<file path="config.mk">
export PLATFORM = sky130hd
export DESIGN_NAME = feinv_seq
export DESIGN_NICKNAME = d
export VERILOG_FILES = /design/src/rtl/fe_pkg.sv /design/src/rtl/fe_freeze.sv /design/src/rtl/feinv_seq.sv
export SDC_FILE = /design/constraint.sdc
export NUM_CORES = 2
export LEC_CHECK = 0
export ABC_AREA = 1
export BUFFER_PORTS_ARGS = -buffer_cell sky130_fd_sc_hd__buf_2
export CAP_MARGIN = 40
export CORE_AREA = 2 2 500 502
export DETAILED_ROUTE_END_ITERATION = 8
export DIE_AREA = 0 0 502 504
export PLACE_DENSITY = 0.36
export SETUP_SLACK_MARGIN = 0.4
export SLEW_MARGIN = 40
export SYNTH_ARGS = -nofsm -noshare
export SYNTH_HDL_FRONTEND = slang
export SYNTH_SLANG_ARGS = --single-unit
</file>
<file path="constraint.sdc">
create_clock -name clock -period 41.4 [get_ports clock]
set_input_delay 12.42 -clock clock [delete_from_list [all_inputs] [get_ports clock]]
set_output_delay 12.42 -clock clock [all_outputs]
set_load 0.03 [all_outputs]
</file>
<file path="src/rtl/fe_pkg.sv">
// Shared GF(2^255-19) constants, element type and inversion-sequencer state encoding.
package fe_pkg;

  localparam int FE_BITS = 255;
  localparam int FE_C    = 19;

  typedef logic [FE_BITS-1:0] fe_t;

  // 2^255 - 19: all ones except the low five bits 01101.
  localparam fe_t FE_P   = {{(FE_BITS-5){1'b1}}, 5'b01101};
  localparam fe_t FE_EXP = FE_P - fe_t'(2);

  typedef enum logic [2:0] {
    ST_GUARD,
    ST_IDLE,
    ST_SQR_ISSUE,
    ST_SQR_WAIT,
    ST_MUL_ISSUE,
    ST_MUL_WAIT,
    ST_FIN
  } feinv_state_t;

  function automatic logic exp_bit(input logic [7:0] idx);
    if (idx >= 8'(FE_BITS)) return 1'b0;
    return FE_EXP[idx];
  endfunction

endpackage

</file>
<file path="src/rtl/fe_freeze.sv">
// Combinational canonical reduction of a 255-bit value into [0, p-1].
module fe_freeze
  import fe_pkg::*;
(
  input  fe_t r_i,
  output fe_t r_o
);

  localparam logic [FE_BITS:0] C_EXT = (FE_BITS+1)'(FE_C);

  logic [FE_BITS:0] t;

  // r >= p exactly when r + 19 carries into bit 255; the low bits are then r - p.
  assign t   = {1'b0, r_i} + C_EXT;
  assign r_o = t[FE_BITS] ? t[FE_BITS-1:0] : r_i;

endmodule

</file>
<file path="src/rtl/feinv_seq.sv">
// Fermat inversion a^(p-2) mod p driven through an external field multiplier.
// Define FEINV_FREEZE_EN to canonicalise the result in the final cycle.
module feinv_seq
  import fe_pkg::*;
#(
  parameter int MUL_GUARD = 40,
  parameter int IDX_W     = 8
) (
  input  logic clock,
  input  logic reset,
  input  logic start,
  input  fe_t  a_in,
  output logic busy,
  output logic done,
  output fe_t  out,
  output logic mul_start,
  output fe_t  mul_a,
  output fe_t  mul_b,
  input  logic mul_done,
  input  fe_t  mul_out
);

  localparam int               GW         = $clog2(MUL_GUARD + 2);
  localparam logic [GW-1:0]    GUARD_INIT = GW'(MUL_GUARD);
  localparam logic [IDX_W-1:0] IDX_TOP    = IDX_W'(FE_BITS - 2);

  feinv_state_t     state_q, state_d;
  logic [GW-1:0]    guard_q, guard_d;
  logic [IDX_W-1:0] idx_q, idx_d;
  fe_t              a_q, a_d;
  fe_t              r_q, r_d;
  logic             busy_q, busy_d;
  logic             done_q, done_d;
  fe_t              out_q, out_d;
  logic             mul_start_q, mul_start_d;
  fe_t              mul_a_q, mul_a_d;
  fe_t              mul_b_q, mul_b_d;
  fe_t              fin_val;
  logic             mul_ack;

`ifdef FEINV_FREEZE_EN
  fe_freeze u_freeze (
    .r_i (r_q),
    .r_o (fin_val)
  );
`else
  assign fin_val = r_q;
`endif

  // A completion coinciding with our own start pulse can only be a leftover.
  assign mul_ack = mul_done && !mul_start_q;

  always_comb begin
    state_d     = state_q;
    guard_d     = guard_q;
    idx_d       = idx_q;
    a_d         = a_q;
    r_d         = r_q;
    busy_d      = busy_q;
    done_d      = 1'b0;
    out_d       = out_q;
    mul_start_d = 1'b0;
    mul_a_d     = mul_a_q;
    mul_b_d     = mul_b_q;
    case (state_q)
      ST_GUARD: begin
        if (guard_q == '0) begin
          state_d = ST_IDLE;
          busy_d  = 1'b0;
        end else begin
          guard_d = guard_q - GW'(1);
        end
      end
      ST_IDLE: begin
        if (start) begin
          a_d     = a_in;
          r_d     = a_in;
          idx_d   = IDX_TOP;
          busy_d  = 1'b1;
          state_d = ST_SQR_ISSUE;
        end
      end
      ST_SQR_ISSUE: begin
        mul_a_d     = r_q;
        mul_b_d     = r_q;
        mul_start_d = 1'b1;
        state_d     = ST_SQR_WAIT;
      end
      ST_SQR_WAIT: begin
        if (mul_ack) begin
          r_d = mul_out;
          if (exp_bit(8'(idx_q))) begin
            state_d = ST_MUL_ISSUE;
          end else if (idx_q == '0) begin
            state_d = ST_FIN;
          end else begin
            idx_d   = idx_q - IDX_W'(1);
            state_d = ST_SQR_ISSUE;
          end
        end
      end
      ST_MUL_ISSUE: begin
        mul_a_d     = r_q;
        mul_b_d     = a_q;
        mul_start_d = 1'b1;
        state_d     = ST_MUL_WAIT;
      end
      ST_MUL_WAIT: begin
        if (mul_ack) begin
          r_d = mul_out;
          if (idx_q == '0) begin
            state_d = ST_FIN;
          end else begin
            idx_d   = idx_q - IDX_W'(1);
            state_d = ST_SQR_ISSUE;
          end
        end
      end
      ST_FIN: begin
        out_d   = fin_val;
        done_d  = 1'b1;
        busy_d  = 1'b0;
        state_d = ST_IDLE;
      end
      default: begin
        state_d = ST_GUARD;
        guard_d = GUARD_INIT;
        busy_d  = 1'b1;
      end
    endcase
  end

  always_ff @(posedge clock) begin
    if (reset) begin
      state_q     <= ST_GUARD;
      guard_q     <= GUARD_INIT;
      busy_q      <= 1'b1;
      done_q      <= 1'b0;
      out_q       <= '0;
      mul_start_q <= 1'b0;
      mul_a_q     <= '0;
      mul_b_q     <= '0;
    end else begin
      state_q     <= state_d;
      guard_q     <= guard_d;
      busy_q      <= busy_d;
      done_q      <= done_d;
      out_q       <= out_d;
      mul_start_q <= mul_start_d;
      mul_a_q     <= mul_a_d;
      mul_b_q     <= mul_b_d;
    end
  end

  // Working operands carry no reset; they are always loaded on an accepted start.
  always_ff @(posedge clock) begin
    idx_q <= idx_d;
    a_q   <= a_d;
    r_q   <= r_d;
  end

  assign busy      = busy_q;
  assign done      = done_q;
  assign out       = out_q;
  assign mul_start = mul_start_q;
  assign mul_a     = mul_a_q;
  assign mul_b     = mul_b_q;

endmodule

</file>
=== Yosys cells after proc, flatten, opt, wreduce, memory -nomap -nowiden ===
Memories as Yosys holds them, arrays and structs flattened. A register that Yosys moved wholly into a read port is not among the register bits.
Cells that the tools add are included.
W data, S select, Z words.

* Add/sub/neg operators: 2
* Order comparisons: 2
* Equality and inequality tests: 13
* Mux-type cells: 33
* Bitwise gates (word level): 2
* Reduce and logical (&&, ||, !) cells: 18

{| class="wikitable"
|+ Operators with widths
! cell !! count
|-
| $pmux W255 S2 || 2
|-
| $mux W255 || 2
|-
| $mux W8 || 6
|-
| $pmux W8 S3 || 1
|-
| $pmux W3 S7 || 1
|-
| $mux W3 || 6
|-
| $mux W1 || 12
|-
| $ne A2 B2 Y1 const B || 6
|-
| $pmux W6 S2 || 1
|-
| $eq A3 B3 Y1 const B || 3
|-
| $lt A8 B9 Y1 const B || 1
|-
| $ge A8 B8 Y1 const B || 1
|-
| $logic_not A8 Y1 || 1
|-
| $sub A8 B1 Y8 const B || 1
|-
| $eq A3 B2 Y1 const B || 2
|-
| $logic_not A6 Y1 || 1
|-
| $mux W6 || 1
|-
| $reduce_and A3 Y1 || 2
|-
| $reduce_or A6 Y1 || 1
|-
| $sub A6 B1 Y6 const B || 1
|-
| $reduce_and A5 Y1 || 1
|-
| $pmux W1 S4 || 1
|-
| $reduce_and A2 Y1 || 2
|-
| $reduce_and A4 Y1 || 1
|-
| other kinds (10) || 13
|}

* Bits in registers: 1295
* ROM bits: 256
* Bits of input ports: 514
* Output and inout port bits: 768
* Word-level logic and storage cells: 82
* Memories kept: 1

{| class="wikitable"
|+ Memory list
! name !! words !! bits a word !! read ports !! clocked after Yosys merged registers in !! wr ports !! RTL line !! source
|-
| (name not given) || 256 || 1 || 1 || 1 || 0 || fe_pkg.sv:25 || <nowiki>return FE_EXP[idx];</nowiki>
|}

=== Longest topological paths before layout ===
* Word-level depth: 11
* Mapped depth: 12
* Depth with buffers taken out: 12

=== Worst setup path before layout ===
No wires, ideal clock.

* Path kind: input-to-reg
* Start point: input port start
* End point: register a_q[0], enable pin
* Library setup time: 1185 ps
* Arrival: 29588 ps
* Data required time: 40215 ps
* Setup slack: 10627 ps
* Stages on the path: 2
* Buffers on the path: 0
* Cells stage by stage: inv_1 > nor3_1

* Word-level cells in the longest chain between the ends: 1

{| class="wikitable"
|+ Ends and longest elaborated chain
! what !! RTL line !! source
|-
| from (decl) || feinv_seq.sv:11 || <nowiki>input logic start,</nowiki>
|-
| $reduce_and A2 Y1 (no line) || n/a ||
|-
| to (signal assigned) || feinv_seq.sv:158 || <nowiki>a_q <= a_d;</nowiki>
|-
| to (decl) || feinv_seq.sv:30 || <nowiki>fe_t a_q, a_d;</nowiki>
|}

No other way between the ends.
A chain may end at the register's enable or synchronous reset.

==> results.sh <==
export IMPL_status="completed"
export IMPL_grt_met3_usage_pct=6.11
export IMPL_global_route_usage_met1_pct=20.3
export IMPL_finalSetupViolCount=0
export IMPL_drt_first_iter_violations=2403
export IMPL_number_of_antenna_violations_at_the_first_check_in_global_routing=74
export IMPL_max_freq_mhz=67.0
export IMPL_grt_max_degree=201
export IMPL_totalWireLength_mm=224
export IMPL_rrSetupSlack_ns=36.79
export IMPL_ant_nets=0
export IMPL_worst_r2r_dst="mul_a[209]"
export IMPL_timing_hold_worst_start="mul_b[118]"
export IMPL_port_buffer_count=1281
export IMPL_crit_required_ns=42.11
export IMPL_syn2layout_area_growth_pct=31.1
export IMPL_rsz0062_at_grt="false"
export IMPL_buffer_type_at_the_clock_tree_root="sky130_fd_sc_hd__clkbuf_16"
export IMPL_clock_path_buffers=3
export IMPL_period_needed_ns=14.92
export IMPL_top_usage_layer="met2"
export IMPL_whs_path_depth=2
export IMPL_timing_max_transition_violations_final=0
export IMPL_synth_top_cells_by_area="sky130_fd_sc_hd__dfxtp_1 33%, sky130_fd_sc_hd__edfxtp_1 33%, sky130_fd_sc_hd__nand2_1 8.4%, sky130_fd_sc_hd__o21ai_0 7.6%, sky130_fd_sc_hd__a21oi_1 5.5%"
export IMPL_initial_core_util_pct=19.2
export IMPL_syn_area_um2=47600
export IMPL_synth_largest_area_cell="sky130_fd_sc_hd__dfxtp_1"
export IMPL_num_nets_final=6558
export IMPL_worstHoldPathType="flip-flop to flip-flop"
export IMPL_number_of_vias_after_detailed_routing=39600
export IMPL_p_leak_nw=27.6
export IMPL_dr_pass1_iters=5
export IMPL_layout_worst_path_cycle_share_pct=36.0
export IMPL_drcViolationCount=0
export IMPL_critPathSlowestCell="sky130_fd_sc_hd__buf_6"
export IMPL_postLayoutCoreUtil_pct=25.2
export IMPL_regToRegStartpoint="state_q[0]"
export IMPL_start_kind="input port"
export IMPL_dp_hpwl_mm=158
export IMPL_cts_htree_levels=4
export IMPL_postSynthCellCount=4899
export IMPL_synth_net_count=5423
export IMPL_grt_usage_pct=17.1
export IMPL_io_pins=1282
export IMPL_filler_cell_count=26800
export IMPL_numCtsBuffers=160
export IMPL_vdd_drop_max_uv=35.9
export IMPL_drv_max_cap_violation_count=0
export IMPL_yosys_cell_types_count=30
export IMPL_dieArea_um2=253000
export IMPL_post_cts_buffers=0
export IMPL_design_core_area_um2=248000
export IMPL_ctsHoldBuffers=0
export IMPL_routedWlPerCell_um=23.6
export IMPL_hold_path_end="mul_b[118]"
export IMPL_synth_top_cell_area_share_pct=32.7
export IMPL_fp_dieH_um=504
export IMPL_critical_path_max_stage_delay_ns=0.63
export IMPL_critPathCaptureType="flip-flop"
export IMPL_first_global_vias=39300
export IMPL_timing_slew_headroom_pct=37.5
export IMPL_fin_setup_tns_ns=0
export IMPL_postSynthAreaPerCell_um2=9.71
export IMPL_detail_route_vias_per_cell=4.16
export IMPL_r2r_cells=10
export IMPL_critical_path_max_fanout=117
export IMPL_finClkSkew_ns=0.0319
export IMPL_grt_first_pass_wirelength_mm=311
export IMPL_clkSinkCount=1296
export IMPL_synth_warn=0
export IMPL_gp_congestion=0.824
export IMPL_seq_area_frac_synth_pct=65.5
export IMPL_cp_arrival_ns=15.63
export IMPL_number_of_gates_given_a_new_drive_strength_after_cts=0
export IMPL_grt_overflow_total=0
export IMPL_tritoncts_clock_tree="yes"
export IMPL_timing_worst_setup_path_type="input port to flip-flop"
export IMPL_finish_cell_count_without_fillers=9525
export IMPL_power_density_nw_per_um2=50.5
export IMPL_fraction_of_final_layout_cells_with_drive_strength_greater_than_1_pct=25.7
export IMPL_max_slew_worst_pin_slew_ns=0.937
export IMPL_finalHoldViolCount=0
export IMPL_path_cells="buf_2 > clkinv_8 > buf_6 > buf_6 > buf_6 > o21ai_0 > a21oi_1"
export IMPL_clk_pin_slew_ns=0.05
export IMPL_worstSkewPairLatency_ns=0.82
export IMPL_crit_path_frequent_cell="sky130_fd_sc_hd__buf_6"
export IMPL_core_rowCount=183
export IMPL_grt_util_met2_pct=28.6
export IMPL_die_width_um=502
export IMPL_place_detailed_instances=9194
export IMPL_synth_seq_cells=1296
## flip-flops by register name, summed over array words and instances (netlist names), named ones only
signal     cells
state_q        3
mul_b        255
fin_val      255
out          255
mul_start      1
idx_q          8
mul_a        255
done           1
busy           1
guard_q        6
a_q          255
## cells by family (layout without fill, tap and decap cells)
group           after synthesis  after routing  synth area share, %
simple gates               1387           1387                 11.8
buf+inv                     652           1924                 6.10
xor+xnor                      2              2               0.0368
mux                           1              1               0.0210
fa+ha+maj                    10             10                0.263
flops                      1296           1296                 65.5
compound gates             1551           1551                 16.4
other cells                   0             24                    0
## metal layers
layer | part of all wire (%) | wire length (µm) | up-vias
li1 | - | - | 19000
met1 | 41 | 91900 | 18900
met2 | 47 | 106000 | 1264
met3 | 8.8 | 19700 | 339
met4 | 2.9 | 6440 | 48
met5 | 0.15 | 332 | -
## layout by cell type, fill, tap and decap left out, types with 2 or more instances in the layout
master                       instances
sky130_fd_sc_hd__inv_6               5
sky130_fd_sc_hd__clkinv_8            3
sky130_fd_sc_hd__clkinv_16           5
sky130_fd_sc_hd__buf_2            1281
sky130_fd_sc_hd__edfxtp_1          518
sky130_fd_sc_hd__clkinvlp_4          2
sky130_fd_sc_hd__buf_6              17
sky130_fd_sc_hd__nand2_8             2
sky130_fd_sc_hd__diode_2            24
sky130_fd_sc_hd__o21ai_0           722
sky130_fd_sc_hd__xor2_1              2
sky130_fd_sc_hd__dfxtp_1           778
sky130_fd_sc_hd__ha_1               10
sky130_fd_sc_hd__a21oi_1           517
sky130_fd_sc_hd__clkinv_4            2
sky130_fd_sc_hd__inv_1             279
sky130_fd_sc_hd__nor2_1             25
sky130_fd_sc_hd__buf_12              8
sky130_fd_sc_hd__nand3_1           276
sky130_fd_sc_hd__bufinv_16           2
sky130_fd_sc_hd__buf_16              5
sky130_fd_sc_hd__nand2_2             3
sky130_fd_sc_hd__clkinv_2           15
sky130_fd_sc_hd__nand4_1             5
sky130_fd_sc_hd__inv_8               4
sky130_fd_sc_hd__clkbuf_1           64
sky130_fd_sc_hd__o21ai_1           306
sky130_fd_sc_hd__buf_4              28
sky130_fd_sc_hd__clkinv_1           11
sky130_fd_sc_hd__o211ai_1            2
sky130_fd_sc_hd__clkbuf_16         165
sky130_fd_sc_hd__nand2_1          1069
sky130_fd_sc_hd__clkbuf_8           25
## final cells by class
type | count | area, µm² | share of cell area, %
Tap cell | 3330 | 4170 | 6.68
Multi-Input combinational cell | 2951 | 13600 | 21.8
Sequential cell | 1296 | 31100 | 49.9
Inverter | 285 | 1110 | 1.78
Clock inverter | 45 | 455 | 0.731
Clock buffer | 254 | 4710 | 7.56
Timing Repair Buffer | 1340 | 7130 | 11.4
Antenna cell | 24 | 60.1 | 0.0963
## worst max-delay path by stage
| stage | start | end | depth (start not counted) |
|---|---|---|---|
| after floorplan | start | a_q[0] | 2 |
| after global placement | reset | mul_a[95] | 7 |
| after detailed placement | reset | mul_a[97] | 7 |
| after CTS | reset | out[103] | 7 |
| after global routing | reset | mul_a[118] | 7 |
| final | reset | out[103] | 7 |
## cell usage after synthesis (all sizes together)
library cell	n
dfxtp	778
a21oi	519
or2	1
inv	285
nand4	5
buf	197
xor2	2
o211ai	2
nand3	276
edfxtp	518
clkbuf	170
nor3	2
o21bai	1
mux2i	1
nand2	1075
ha	10
nor3b	1
nor2	27
o31ai	1
o21ai	1028
## worst max-delay path, delay by kind of cell
family / cells / cell delay (ns)
AO/OA/AOI/OAI: 2 / 0.37
buffers and inverters: 5 / 2.44
## metrics by stage
stage               hold WS, ns  power (mW)  setup slack, ns  cell area (µm²)
floorplan                 0.452        1.69            10.63            47600
global placement          0.462        1.79            24.89            56800
detailed placement        0.466        1.80            25.38            56900
CTS                       0.475        3.21            26.25            62100
global route              0.493        3.28            26.34            62300
finish                    0.473        3.15            26.48            62300
## power by group
| group | internal (mW) | total, mW | switching (mW) | leakage (nW) |
|---|---|---|---|---|
| clock | 0.798 | 1.39 | 0.590 | 2.50 |
| sequential | 1.43 | 1.45 | 0.0210 | 10.9 |
| combinational | 0.0741 | 0.314 | 0.239 | 14.2 |
Note: power is estimated with default switching activity, not from simulation.
